## src/rtl/mem_arbiter_pkg.sv

```systemverilog
// Shared types and constants for the memory arbiter (state, owner, task payload).
package mem_arbiter_pkg;

    localparam int unsigned ADDR_W = 32;
    localparam int unsigned DATA_W = 32;
    localparam int unsigned TYPE_W = 3;

    // work_type encoding: {unsigned, size[1:0]}
    localparam logic [1:0]  WT_BYTE         = 2'b00;
    localparam logic [1:0]  WT_HALF         = 2'b01;
    localparam logic [1:0]  WT_WORD         = 2'b10;
    localparam int unsigned WT_UNSIGNED_BIT = 2;

    typedef enum logic [1:0] {
        ST_IDLE = 2'd0,
        ST_BUSY = 2'd1,
        ST_GAP  = 2'd2
    } state_e;

    typedef enum logic [1:0] {
        OWN_NONE = 2'd0,
        OWN_IF   = 2'd1,
        OWN_LS   = 2'd2
    } owner_e;

    typedef struct packed {
        logic              is_write;
        logic [ADDR_W-1:0] addr;
        logic [DATA_W-1:0] wdata;
        logic [TYPE_W-1:0] wtype;
    } mc_task_t;

endpackage

```

## src/rtl/mem_arb_pick.sv

```systemverilog
// Combinational grant selection between fetch and load-store requesters.
module mem_arb_pick
    import mem_arbiter_pkg::*;
(
    input  logic   if_req,
    input  logic   ls_req,
    input  logic   ls_is_write,
    input  logic   rr_ptr,
    input  logic   rd_allow,
    output owner_e grant
);

    logic if_ok;
    logic ls_ok;

    // rr_ptr=0 favours ls, rr_ptr=1 favours if; stores stay eligible during a flush
    always_comb begin
        if_ok = if_req & rd_allow;
        ls_ok = ls_req & (ls_is_write | rd_allow);
        grant = OWN_NONE;
        if (ls_ok && (!if_ok || !rr_ptr)) begin
            grant = OWN_LS;
        end else if (if_ok) begin
            grant = OWN_IF;
        end
    end

endmodule

```

## src/rtl/mem_arbiter.sv

```systemverilog
// Two-requester memory arbiter (fetch, load-store) in front of a single memory controller.
// Optional round-robin priority: define ARB_ROUND_ROBIN_EN.
module mem_arbiter
    import mem_arbiter_pkg::*;
(
    input  logic              clk_in,
    input  logic              rst_in,
    input  logic              rdy_in,
    input  logic              rob_clear,
    input  logic              if_req,
    input  logic [ADDR_W-1:0] if_addr,
    output logic              if_done,
    output logic [DATA_W-1:0] if_data,
    input  logic              ls_req,
    input  logic              ls_is_write,
    input  logic [ADDR_W-1:0] ls_addr,
    input  logic [DATA_W-1:0] ls_wdata,
    input  logic [TYPE_W-1:0] ls_type,
    output logic              ls_done,
    output logic [DATA_W-1:0] ls_rdata,
    output logic              mc_new_task,
    output logic              mc_is_write,
    output logic [ADDR_W-1:0] mc_addr,
    output logic [DATA_W-1:0] mc_wdata,
    output logic [TYPE_W-1:0] mc_type,
    input  logic              mc_ready,
    input  logic              mc_working,
    input  logic [DATA_W-1:0] mc_rdata
);

    state_e   state_q, state_d;
    owner_e   owner_q, owner_d;
    logic     is_write_q, is_write_d;
    logic     flushed_q, flushed_d;
    logic     active_c;
    logic     grant_c;
    logic     done_c;
    logic     rr_ptr_c;
    owner_e   pick_c;
    mc_task_t task_c;

`ifdef ARB_ROUND_ROBIN_EN
    logic rr_q, rr_d;
    assign rr_ptr_c = rr_q;
`else
    assign rr_ptr_c = 1'b0;
`endif

    mem_arb_pick u_pick (
        .if_req      (if_req),
        .ls_req      (ls_req),
        .ls_is_write (ls_is_write),
        .rr_ptr      (rr_ptr_c),
        .rd_allow    (~rob_clear),
        .grant       (pick_c)
    );

    // Next-state and combinational grant / completion
    always_comb begin
        state_d    = state_q;
        owner_d    = owner_q;
        is_write_d = is_write_q;
        flushed_d  = flushed_q;
        grant_c    = 1'b0;
        done_c     = 1'b0;
        task_c     = '0;
`ifdef ARB_ROUND_ROBIN_EN
        rr_d       = rr_q;
`endif
        active_c   = rdy_in & ~rst_in;

        if (active_c) begin
            case (state_q)
                ST_IDLE: begin
                    if (!mc_working && pick_c != OWN_NONE) begin
                        grant_c = 1'b1;
                        if (pick_c == OWN_LS) begin
                            task_c.is_write = ls_is_write;
                            task_c.addr     = ls_addr;
                            task_c.wdata    = ls_wdata;
                            task_c.wtype    = ls_type;
                        end else begin
                            task_c.addr     = if_addr;
                            task_c.wtype    = {1'b0, WT_WORD};
                        end
                        state_d    = ST_BUSY;
                        owner_d    = pick_c;
                        is_write_d = task_c.is_write;
                        flushed_d  = 1'b0;
`ifdef ARB_ROUND_ROBIN_EN
                        rr_d       = (pick_c == OWN_LS);
`endif
                    end
                end
                ST_BUSY: begin
                    if (is_write_q) begin
                        // writes ignore flushes and finish when the controller goes idle
                        if (!mc_working) begin
                            done_c  = 1'b1;
                            state_d = ST_GAP;
                        end
                    end else if (rob_clear || flushed_q) begin
                        flushed_d = 1'b1;
                        if (!mc_working) begin
                            state_d = ST_GAP;
                        end
                    end else if (mc_ready) begin
                        done_c  = 1'b1;
                        state_d = ST_GAP;
                    end
                end
                ST_GAP: begin
                    state_d    = ST_IDLE;
                    owner_d    = OWN_NONE;
                    is_write_d = 1'b0;
                    flushed_d  = 1'b0;
                end
                default: begin
                    state_d = ST_IDLE;
                    owner_d = OWN_NONE;
                end
            endcase
        end
    end

    always_ff @(posedge clk_in) begin
        if (rst_in) begin
            state_q    <= ST_IDLE;
            owner_q    <= OWN_NONE;
            is_write_q <= 1'b0;
            flushed_q  <= 1'b0;
`ifdef ARB_ROUND_ROBIN_EN
            rr_q       <= 1'b0;
`endif
        end else begin
            state_q    <= state_d;
            owner_q    <= owner_d;
            is_write_q <= is_write_d;
            flushed_q  <= flushed_d;
`ifdef ARB_ROUND_ROBIN_EN
            rr_q       <= rr_d;
`endif
        end
    end

    assign mc_new_task = grant_c;
    assign mc_is_write = task_c.is_write;
    assign mc_addr     = task_c.addr;
    assign mc_wdata    = task_c.wdata;
    assign mc_type     = task_c.wtype;

    assign if_done  = done_c & (owner_q == OWN_IF);
    assign ls_done  = done_c & (owner_q == OWN_LS);
    assign if_data  = if_done ? mc_rdata : '0;
    assign ls_rdata = (ls_done && !is_write_q) ? mc_rdata : '0;

endmodule

```

## config.mk

```make
export PLATFORM = sky130hd
export DESIGN_NAME = mem_arbiter
export DESIGN_NICKNAME = d
export VERILOG_FILES = /design/src/rtl/mem_arbiter_pkg.sv /design/src/rtl/mem_arb_pick.sv /design/src/rtl/mem_arbiter.sv
export SDC_FILE = /design/constraint.sdc
export NUM_CORES = 1
export LEC_CHECK = 0
export BUFFER_PORTS_ARGS = -buffer_cell sky130_fd_sc_hd__buf_2
export CORE_AREA = 10 10 100 102
export DETAILED_ROUTE_END_ITERATION = 10
export DIE_AREA = 0 0 110 112
export PLACE_DENSITY = 0.65
export SYNTH_ARGS = -nofsm -noshare
export SYNTH_HDL_FRONTEND = slang
export SYNTH_SLANG_ARGS = --single-unit
```

## constraint.sdc

```tcl
create_clock -name clk_in -period 2.35 [get_ports clk_in]
set_input_delay 0.47 -clock clk_in [delete_from_list [all_inputs] [get_ports clk_in]]
set_output_delay 0.47 -clock clk_in [all_outputs]
set_load 0.1 [all_outputs]
```

==> flow_metrics.py, run 1 <==
metrics = {
    "run_status": {
        "status": "complete, but fails checks",
        "violations": "setup timing",
    },
    "logic_synthesis": {
        "yosys_warnings": 0,
        "async_flop_share": 0,
        "syn_area_um2": 1690,
        "synth_area_leaders": "and2_1 37%, nand2_1 16%, a21oi_2 14%, dfxtp_1 7.1%, clkbuf_1 3.6%",
        "synth.top_cell.area_share": 0.366,
        "synth-seq-cells": 6,
        "syn_nets": 416,
        "synthCells": 276,
        "synth_area_per_cell_um2": 6.12,
        "synth_commonest_cells": "99 x and2_1, 70 x nand2_1, 27 x a21oi_2",
        "synth_ff_type": "dfxtp_1",
        "ys_seq_area_frac": 0.0711,
        "synth_edf_count": 0,
        "yosys.cell_count.top_type": "and2_1",
        "synth_top_area_cell": "and2_1",
        "synthDistinctLibCells": 30,
    },
    "placement": {
        "hpwl_mm": 11.2,
        "place_worst_setup_slack_ns": -0.173,
        "dpl.cell_count": 657,
        "place_congestion": 0.834,
        "io_buffers": 274,
    },
    "worst_setup_path": {
        "crit_fanout": 17,
        "required_ns": 1.88,
        "crit_path_start_kind": "register",
        "slowest_stage": "or3b_4",
        "crit_type": "reg2out",
        "arrival_ns": 2.12,
        "worstPathCellList": "or3b_4 > buf_4 > nor4b_4 > buf_4 > buf_12 > and2_4 > buf_12",
        "slowest_delay_ns": 0.40,
        "worstSetupEndpointType": "primary output",
    },
    "cts": {
        "cts_root_buffer": "clkbuf_8",
        "tritoncts": "built",
        "cts_max_path_buffers": 2,
        "path_clk_slew_ns": 0.04,
        "clk_latency_ns": 0.23,
        "numCtsBuffers": 3,
        "htreeDepth": 1,
        "cts.sinks": 6,
    },
    "timing": {
        "fin_crit_ns": 2.59,
        "rsz0062_at_grt": "true",
        "final_hold_viol_count": 0,
        "fmax_mhz": 386,
        "period_share": 1.10,
        "setup_ws_ns": -0.242,
        "final-setup-viol-count": 133,
        "drv_slew": 0,
        "relSlewSlack": 0.724,
        "skew_ns": 0.00466,
        "tightest_slew_ns": 0.408,
    },
    "cells_and_area": {
        "stdcell_count": 683,
        "regArea_um2": 124,
        "layout.nets": 719,
        "syn_to_final_growth_pct": 275,
        "multi_input_area_um2": 2000,
        "layout-drive-gt1-share": 0.818,
        "fillCellCount": 468,
    },
    "floorplanning": {
        "die_width_um": 110,
        "rows": 33,
        "dieArea_um2": 12300,
        "ios": 275,
        "initial_core_util": 0.210,
        "die_y_um": 112,
        "design.core.area_um2": 8050,
    },
    "power": {
        "ir_drop_v": 0.000202,
        "p_leak_nw": 2.78,
        "powerDensity_nw_per_um2": 143,
    },
    "grt": {
        "grt_pass1_wl_mm": 19.7,
        "grt_max_degree": 34,
        "grt_pass1_vias": 3337,
        "track_usage": 0.202,
        "gr-total-overflow": 0,
        "antenna_found_initial": 1,
    },
    "routing": {
        "first_iter_violations": 111,
        "wl_mm": 14.9,
        "viasPerCell": 4.63,
        "vias": 3159,
        "wire_per_inst_um": 21.8,
        "drtPass1Iterations": 4,
        "route.detailed.drc": 0,
        "detail-route-antenna-nets": 0,
    },
    "flow_run": {
        "drv_cap": 0,
    },
    "hold_path": {
        "holdCritPathClass": "in2reg",
    },
}
## cells in the final DEF, fill, tap and decap left out, drive strengths merged, types with 4 or more instances in the layout
master,instances
buf,315
or2,4
nor2b,4
and2,99
clkbuf,7
a21oi,38
o21ai,5
nor2,8
nand2,70
dfxtp,6
## cell families (layout without fill, tap and decap cells)
| family | Yosys count | count (layout) | synth area share |
|---|---|---|---|
| other cells | 0 | 1 | 0 |
| buf+inv | 25 | 326 | 0.0755 |
| flops | 6 | 6 | 0.0711 |
| simple gates | 197 | 197 | 0.641 |
| compound gates | 48 | 48 | 0.212 |
## power by group
group	internal (mW)	total, mW	switching (mW)
clock network	0.111	0.162	0.0509
registers	0.109	0.119	0.00988
logic	0.264	0.627	0.364
## worst max-delay path: cells and delay by family (launching register included)
kind          cells  cell delay [ns]
buf+inv           4             0.66
flops             1             0.32
simple gates      3             0.90
## state kept, by name (all words and copies together) (netlist names)
| signal | cells |
|---|---|
| state_q | 2 |
| flushed_q | 1 |
| is_write_q | 1 |
| owner_q | 2 |
## through the flow
step / total power, mW / utilization / cell area [um^2] / hold slack, ns / setup TNS [ns]
3_5_place_dp: 0.703 / 0.732 / 5890 / 0.560 / -8.79
3_3_place_gp: 0.687 / 0.732 / 5890 / 0.538 / -6.00
6_report: 0.908 / 0.788 / 6340 / 0.580 / -16.08
5_1_grt: 0.944 / 0.788 / 6340 / 0.605 / -22.63
4_1_cts: 0.882 / 0.774 / 6230 / 0.563 / -9.71
2_1_floorplan: 0.432 / - / 2250 / 0.480 / -13.75
## repair_timing
item                                    CTS  global route
endpoints found under the setup margin  132           132
resized for setup                        26            10
buffers inserted                          9             3
hold buffers                              0             0
pin swaps                                 3             6
cloned                                    6             4
## area by class of cell
| type | count | share of cell area |
|---|---|---|
| antenna | 1 | 0.000395 |
| clock buffer | 3 | 0.00651 |
| inverter | 4 | 0.00296 |
| multi-input combinational | 245 | 0.315 |
| sequential | 6 | 0.0195 |
| tap | 105 | 0.0207 |
| timing repair buffer | 319 | 0.635 |
## worst paths after layout
kind | startpoint | to | slack (ns) | depth (start not counted)
setup / recovery | state_q[0]$_SDFFE_PP0P_ | mc_wdata[21] | -0.24 | 7
hold / removal | rob_clear | owner_q[0]$_SDFFE_PP0P_ | 0.58 | 4
hold reg to reg | is_write_q$_SDFFE_PP0P_ | is_write_q$_SDFFE_PP0P_ | 0.59 | 2
setup reg to reg | state_q[0]$_SDFFE_PP0P_ | owner_q[1]$_SDFFE_PP0P_ | 0.56 | 8
## per-layer routing
metal | track usage | share of wire | wire length [um]
met5 | 0 | 0 | 0
met4 | 0.0339 | 0.023 | 342
met3 | 0.0438 | 0.073 | 1090
met2 | 0.429 | 0.60 | 8980
met1 | 0.184 | 0.30 | 4470
Note: power is estimated with default switching activity, not from simulation.
==> run 2, diff against run 1 <==
--- a/config.mk
+++ b/config.mk
@@ -6,10 +6,10 @@
 export NUM_CORES = 1
 export LEC_CHECK = 0
 export BUFFER_PORTS_ARGS = -buffer_cell sky130_fd_sc_hd__buf_2
-export CORE_AREA = 10 10 100 102
+export CORE_AREA = 2 2 106 108
 export DETAILED_ROUTE_END_ITERATION = 10
-export DIE_AREA = 0 0 110 112
-export PLACE_DENSITY = 0.65
+export DIE_AREA = 0 0 108 110
+export PLACE_DENSITY = 0.51
 export SYNTH_ARGS = -nofsm -noshare
 export SYNTH_HDL_FRONTEND = slang
 export SYNTH_SLANG_ARGS = --single-unit
==> run 2 against run 1 <==
The flow still finishes with violations (setup timing). Flip-flop and latch count unchanged. Global-route usage decreased by 4.6 points. Sequential share of layout area about the same. Combinational power decreased by 4.1%. Maximum frequency increased by 4.5%. Utilization decreased by 20 points. Register-to-register slack improved by 0.22 ns.
==> flow_metrics.py, run 2 (same netlist as run 1, synthesis figures left out) <==
metrics = {
    "routing": {
        "first_iter_violations": 110,
        "wl_mm": 11.1,
        "wire_per_inst_um": 15.6,
        "route.detailed.drc": 0,
        "vias": 2973,
        "viasPerCell": 4.18,
        "drtPass1Iterations": 4,
        "detail-route-antenna-nets": 0,
    },
    "run_status": {
        "status": "complete, but fails checks",
        "violations": "setup timing",
    },
    "timing": {
        "period_share": 1.06,
        "relSlewSlack": 0.802,
        "final-setup-viol-count": 133,
        "fmax_mhz": 403,
        "tightest_slew_ns": 0.293,
        "final_hold_viol_count": 0,
        "setup_ws_ns": -0.130,
        "rsz0062_at_grt": "true",
        "drv_slew": 0,
        "skew_ns": 0.00358,
        "fin_crit_ns": 2.48,
    },
    "cts": {
        "numCtsBuffers": 3,
        "htreeDepth": 1,
        "clk_latency_ns": 0.22,
        "path_clk_slew_ns": 0.03,
        "cts-hold-fix-buffers": 0,
        "cts_root_buffer": "clkbuf_8",
        "tritoncts": "built",
        "cts.sinks": 6,
        "cts_max_path_buffers": 2,
    },
    "cells_and_area": {
        "reg.largest.list": "owner_q (2), state_q (2)",
        "layout_commonest_cell": "buf_12",
        "syn_to_final_growth_pct": 275,
        "layout-drive-gt1-share": 0.815,
        "layout.nets": 714,
        "final_cell_mix": "142 x buf_12, 137 x buf_2, 96 x and2_4, 70 x nand2_1, 32 x a21oi_4",
        "final_util": 0.592,
        "antennaDiodeCount": 0,
        "stdcell_count": 712,
        "fillCellCount": 910,
    },
    "power": {
        "ir_drop_v": 0.000334,
        "p_leak_nw": 2.75,
        "powerDensity_nw_per_um2": 138,
    },
    "hold_path": {
        "hold_depth": 2,
        "holdPathEnd": "is_write_q$_SDFFE_PP0P_",
        "hold_start": "is_write_q$_SDFFE_PP0P_",
        "holdCritPathClass": "reg2reg",
    },
    "grt": {
        "track_usage": 0.157,
        "grt_max_degree": 35,
        "grt-busiest-layer": "met2",
        "grt_pass1_vias": 3068,
        "global_route.usage.met1": 0.162,
        "grt_use_met2": 0.329,
        "antenna_found_initial": 0,
        "grt_pass1_wl_mm": 15.2,
        "gr-total-overflow": 0,
        "grt_use_met3": 0.0323,
    },
    "placement": {
        "dpl.cell_count": 693,
        "hpwl_mm": 8.62,
        "io_buffers": 274,
        "place_congestion": 0.756,
    },
    "floorplanning": {
        "die_width_um": 108,
        "ios": 275,
        "design.core.area_um2": 10700,
        "rows": 38,
        "initial_core_util": 0.158,
        "die_y_um": 110,
        "dieArea_um2": 11900,
    },
    "worst_setup_path": {
        "timing.rr.start": "state_q[0]$_SDFFE_PP0P_",
        "crit_fanout": 15,
        "r2r_setup_slack_ns": 0.78,
        "crit_path_start_kind": "primary input",
        "arrival_ns": 2.01,
        "crit_type": "in2out",
        "r2r_end": "state_q[0]$_SDFFE_PP0P_",
        "required_ns": 1.88,
        "worstSetupEndpointType": "primary output",
        "r2r_cells": 5,
    },
    "flow_run": {
        "drv_cap": 0,
    },
}
run 2: cell types whose count changed in the layout (fill, tap and decap cells not counted), sizes merged:
cell    previous run  this run
buf              315       306
diode              1         0
clkbuf             7        11
run 2: critical path: stages:
cell and delay [ns]:
buf_6 0.09, or3b_4 0.37, or2_1 0.24, or2_4 0.28
buf_12 0.19, a21oi_4 0.16, buf_12 0.19
run 2: power by group:
group,switching (mW),internal [mW],total (mW)
Clock,0.0433,0.110,0.153
Sequential,0.00889,0.109,0.118
Combinational,0.344,0.257,0.601
Total,0.396,0.477,0.872
run 2: metal layers:
metal	wire [um]	part of all wire	up-vias
met5	0	0	-
met1	3690	0.33	1368
met3	694	0.062	8
met2	6640	0.60	125
li1	-	-	1472
met4	89	0.0080	0
run 2: repair_timing:
action                                  4_1_cts  5_1_grt
endpoints found under the setup margin      101      132
gates resized for setup                      13       15
buffers inserted                              0        4
cloned                                        1       11
pin swaps                                     2        3
run 2: metrics by stage:
stage               hold slack [ns]  setup slack, ns  setup TNS [ns]  cell area (um^2)  total power, mW
global route                  0.599           -0.167          -17.99              6330            0.924
CTS                           0.545           -0.127           -5.50              6060            0.863
floorplan                     0.480           -0.426          -13.75              2250            0.432
finish                        0.553           -0.130           -9.44              6330            0.872
global placement              0.550           -0.117           -5.92              5940            0.689
detailed placement            0.563           -0.141           -6.60              5940            0.700
run 2: worst max path at each step:
| stage | from | end | slack (ns) | cells after the start |
|---|---|---|---|---|
| after floorplan | rdy_in | mc_addr[0] | -0.43 | 7 |
| after global placement | mc_working | mc_addr[17] | -0.12 | 7 |
| after detailed placement | mc_working | mc_addr[23] | -0.14 | 7 |
| after CTS | mc_working | mc_addr[0] | -0.13 | 7 |
| after global routing | state_q[0]$_SDFFE_PP0P_ | mc_wdata[21] | -0.17 | 7 |
| final | mc_working | mc_addr[0] | -0.13 | 7 |
run 2: area by class of cell:
class,instances,area (um^2),share of cell area
Timing Repair Buffer,314,3980,0.629
Multi-Input combinational cell,245,1990,0.315
Tap cell,140,175,0.0277
Sequential cell,6,124,0.0196
Clock buffer,3,41.3,0.00652
Inverter,4,18.8,0.00296
==> run 3, diff against run 2 <==
--- a/config.mk
+++ b/config.mk
@@ -5,6 +5,7 @@
 export SDC_FILE = /design/constraint.sdc
 export NUM_CORES = 1
 export LEC_CHECK = 0
+export ABC_AREA = 1
 export BUFFER_PORTS_ARGS = -buffer_cell sky130_fd_sc_hd__buf_2
 export CORE_AREA = 2 2 106 108
 export DETAILED_ROUTE_END_ITERATION = 10
==> run 3 against run 2 <==
The run now ends clean. Highest routed layer unchanged. Largest power group unchanged. Clock power hardly changed. Wire length is 2.8% lower. Via count is 7.0% higher. Critical path depth is 3 higher. Final cell count is 3.9% higher.
==> flow_metrics.py, run 3 <==
metrics = {
    "worst_setup_path": {
        "critPathBufInv": 5,
        "required_ns": 1.88,
        "arrival_ns": 1.79,
        "crit_fanout": 16,
        "crit_path_start_kind": "primary input",
        "slowest_stage": "clkbuf_16",
        "crit_type": "in2out",
        "worstSetupEndpointType": "primary output",
        "cpLargestDelayFamily": "buffers and inverters",
        "slowest_delay_ns": 0.26,
        "worstPathCellList": "buf_2 > inv_2 > nand2_2 > clkinv_4 > o21ai_4 > nor2_8 > nand4_4 > clkbuf_16 > nor2_4 > buf_12",
    },
    "routing": {
        "vias": 3182,
        "detail-route-antenna-nets": 0,
        "viasPerCell": 4.30,
        "first_iter_violations": 113,
        "route.detailed.drc": 0,
        "drtPass1Iterations": 5,
        "wire_per_inst_um": 14.6,
        "wl_mm": 10.8,
    },
    "grt": {
        "track_usage": 0.169,
        "antenna_found_initial": 0,
        "grt_pass1_vias": 3163,
        "gr-total-overflow": 0,
        "grt_pass1_wl_mm": 16.0,
        "grt_max_degree": 34,
    },
    "floorplanning": {
        "design.core.area_um2": 10700,
        "initial_core_util": 0.160,
        "die_y_um": 110,
        "rows": 38,
        "dieArea_um2": 11900,
        "die_width_um": 108,
        "ios": 275,
    },
    "run_status": {
        "status": "complete, no violations",
    },
    "logic_synthesis": {
        "synthDistinctLibCells": 23,
        "synth_edf_count": 0,
        "yosys.cell_count.top_type": "nand2_1",
        "yosys_warnings": 0,
        "synth_top_area_cell": "nand2_1",
        "ys_seq_area_frac": 0.0702,
        "async_flop_share": 0,
        "syn_area_um2": 1710,
        "synth_area_per_cell_um2": 5.21,
        "synth_area_leaders": "nand2_1 19%, nor3b_1 15%, nor2_1 14%, a21oi_1 12%, inv_1 8.6%",
        "synthCells": 328,
        "synth-seq-cells": 6,
        "synth_ff_type": "dfxtp_1",
        "synth.top_cell.area_share": 0.191,
        "syn_nets": 468,
        "synth_commonest_cells": "87 x nand2_1, 64 x nor2_1, 40 x a21oi_1",
    },
    "timing": {
        "fin_crit_ns": 2.26,
        "drv_slew": 0,
        "final_hold_viol_count": 0,
        "relSlewSlack": 0.795,
        "rsz0062_at_grt": "false",
        "tightest_slew_ns": 0.308,
        "fmax_mhz": 442,
        "period_share": 0.962,
        "setup_tns_ns": 0,
        "skew_ns": 0.00162,
        "final-setup-viol-count": 0,
    },
    "cells_and_area": {
        "antennaDiodeCount": 0,
        "layout_commonest_cell": "buf_12",
        "final_util": 0.591,
        "syn_to_final_growth_pct": 269,
        "reg.largest.list": "owner_q (2), state_q (2)",
        "layout.nets": 742,
        "layout-drive-gt1-share": 0.692,
        "final_cell_mix": "143 x buf_12, 139 x buf_2, 85 x nand2_1, 39 x inv_1, 36 x nor2_1",
    },
    "cts": {
        "cts_root_buffer": "clkbuf_8",
        "tritoncts": "built",
        "clk_latency_ns": 0.23,
        "htreeDepth": 1,
        "post_cts_buffers": 0,
        "cts.sinks": 6,
        "cts_max_path_buffers": 2,
        "path_clk_slew_ns": 0.03,
        "numCtsBuffers": 3,
    },
    "power": {
        "ir_drop_v": 0.000146,
        "powerDensity_nw_per_um2": 168,
        "p_leak_nw": 2.82,
        "power_mw": 1.06,
    },
    "flow_run": {
        "drv_cap": 0,
    },
    "placement": {
        "io_buffers": 274,
        "place_congestion": 0.854,
        "hpwl_mm": 9.47,
    },
    "hold_path": {
        "holdCritPathClass": "reg2reg",
    },
}
-- run 3: changes by cell type after synthesis, sizes merged, moves of 4 or more --
cell and delta:
and2 -99, nor2 +70, inv +41, nor3b +34, nand2 +20, buf +14, clkbuf -14, nand3 +4
nor2b -4, or2 -4
-- run 3: per-layer routing --
metal	GRT usage	share of wire	wire length [um]	vias up
met5	0	0	0	-
met4	0.0247	0.0080	87	0
met3	0.0523	0.10	1130	6
met2	0.357	0.58	6230	173
met1	0.161	0.31	3360	1441
li1	-	-	-	1562
-- run 3: logic make-up after synthesis --
group,synth area share
DFF,0.0702
and+or+nand+nor,0.608
AOI/OAI and AO/OA,0.137
buffers and inverters,0.185
-- run 3: final cells by class --
class / instances / area (um^2)
Fill cell: 908 / 4380
Timing Repair Buffer: 290 / 3660
Multi-Input combinational cell: 256 / 2150
Tap cell: 140 / 175
Inverter: 45 / 174
Sequential cell: 6 / 120
Clock buffer: 3 / 41.3
-- run 3: worst register-to-register path: stages, from the launching register on --
cell and delay, ns:
dfxtp_1 0.40, inv_2 0.09, nand2_1 0.13, inv_2 0.09, nand2_2 0.18, nand3_1 0.12
nand2_1 0.09, nor2_1 0.04
-- run 3: through the flow --
stage          setup slack (ns)  hold slack [ns]  std cells  instance area [um^2]
2_1_floorplan            -0.537            0.433        328                  2580
3_3_place_gp             0.0707            0.449        736                  6220
3_5_place_dp             0.0214            0.459        736                  6220
4_1_cts                  0.0187            0.464        739                  6260
5_1_grt                 0.00631            0.486        740                  6320
6_report                 0.0898            0.467        740                  6320
-- run 3: where the power goes --
group          switching (mW)  internal (mW)
registers             0.00448          0.107
clock network          0.0445          0.110
logic                   0.500          0.295
total                   0.549          0.512
-- run 3: worst paths after layout --
check / startpoint / endpoint / slack [ns] / cells after the start
max reg2reg: state_q[1]$_SDFFE_PP0P_ / owner_q[1]$_SDFFE_PP0P_ / 1.11 / 7
min reg2reg: flushed_q$_SDFFE_PP0P_ / flushed_q$_SDFFE_PP0P_ / 0.47 / 2
max: rst_in / if_data[10] / 0.09 / 10
min: flushed_q$_SDFFE_PP0P_ / flushed_q$_SDFFE_PP0P_ / 0.47 / 2
-- run 3: repair_timing --
item / in CTS / in global routing
resized for setup: 0 / 7
hold buffers: 0 / 0
hold endpoints to repair: 0 / 0
endpoints found under the setup margin: 0 / 36
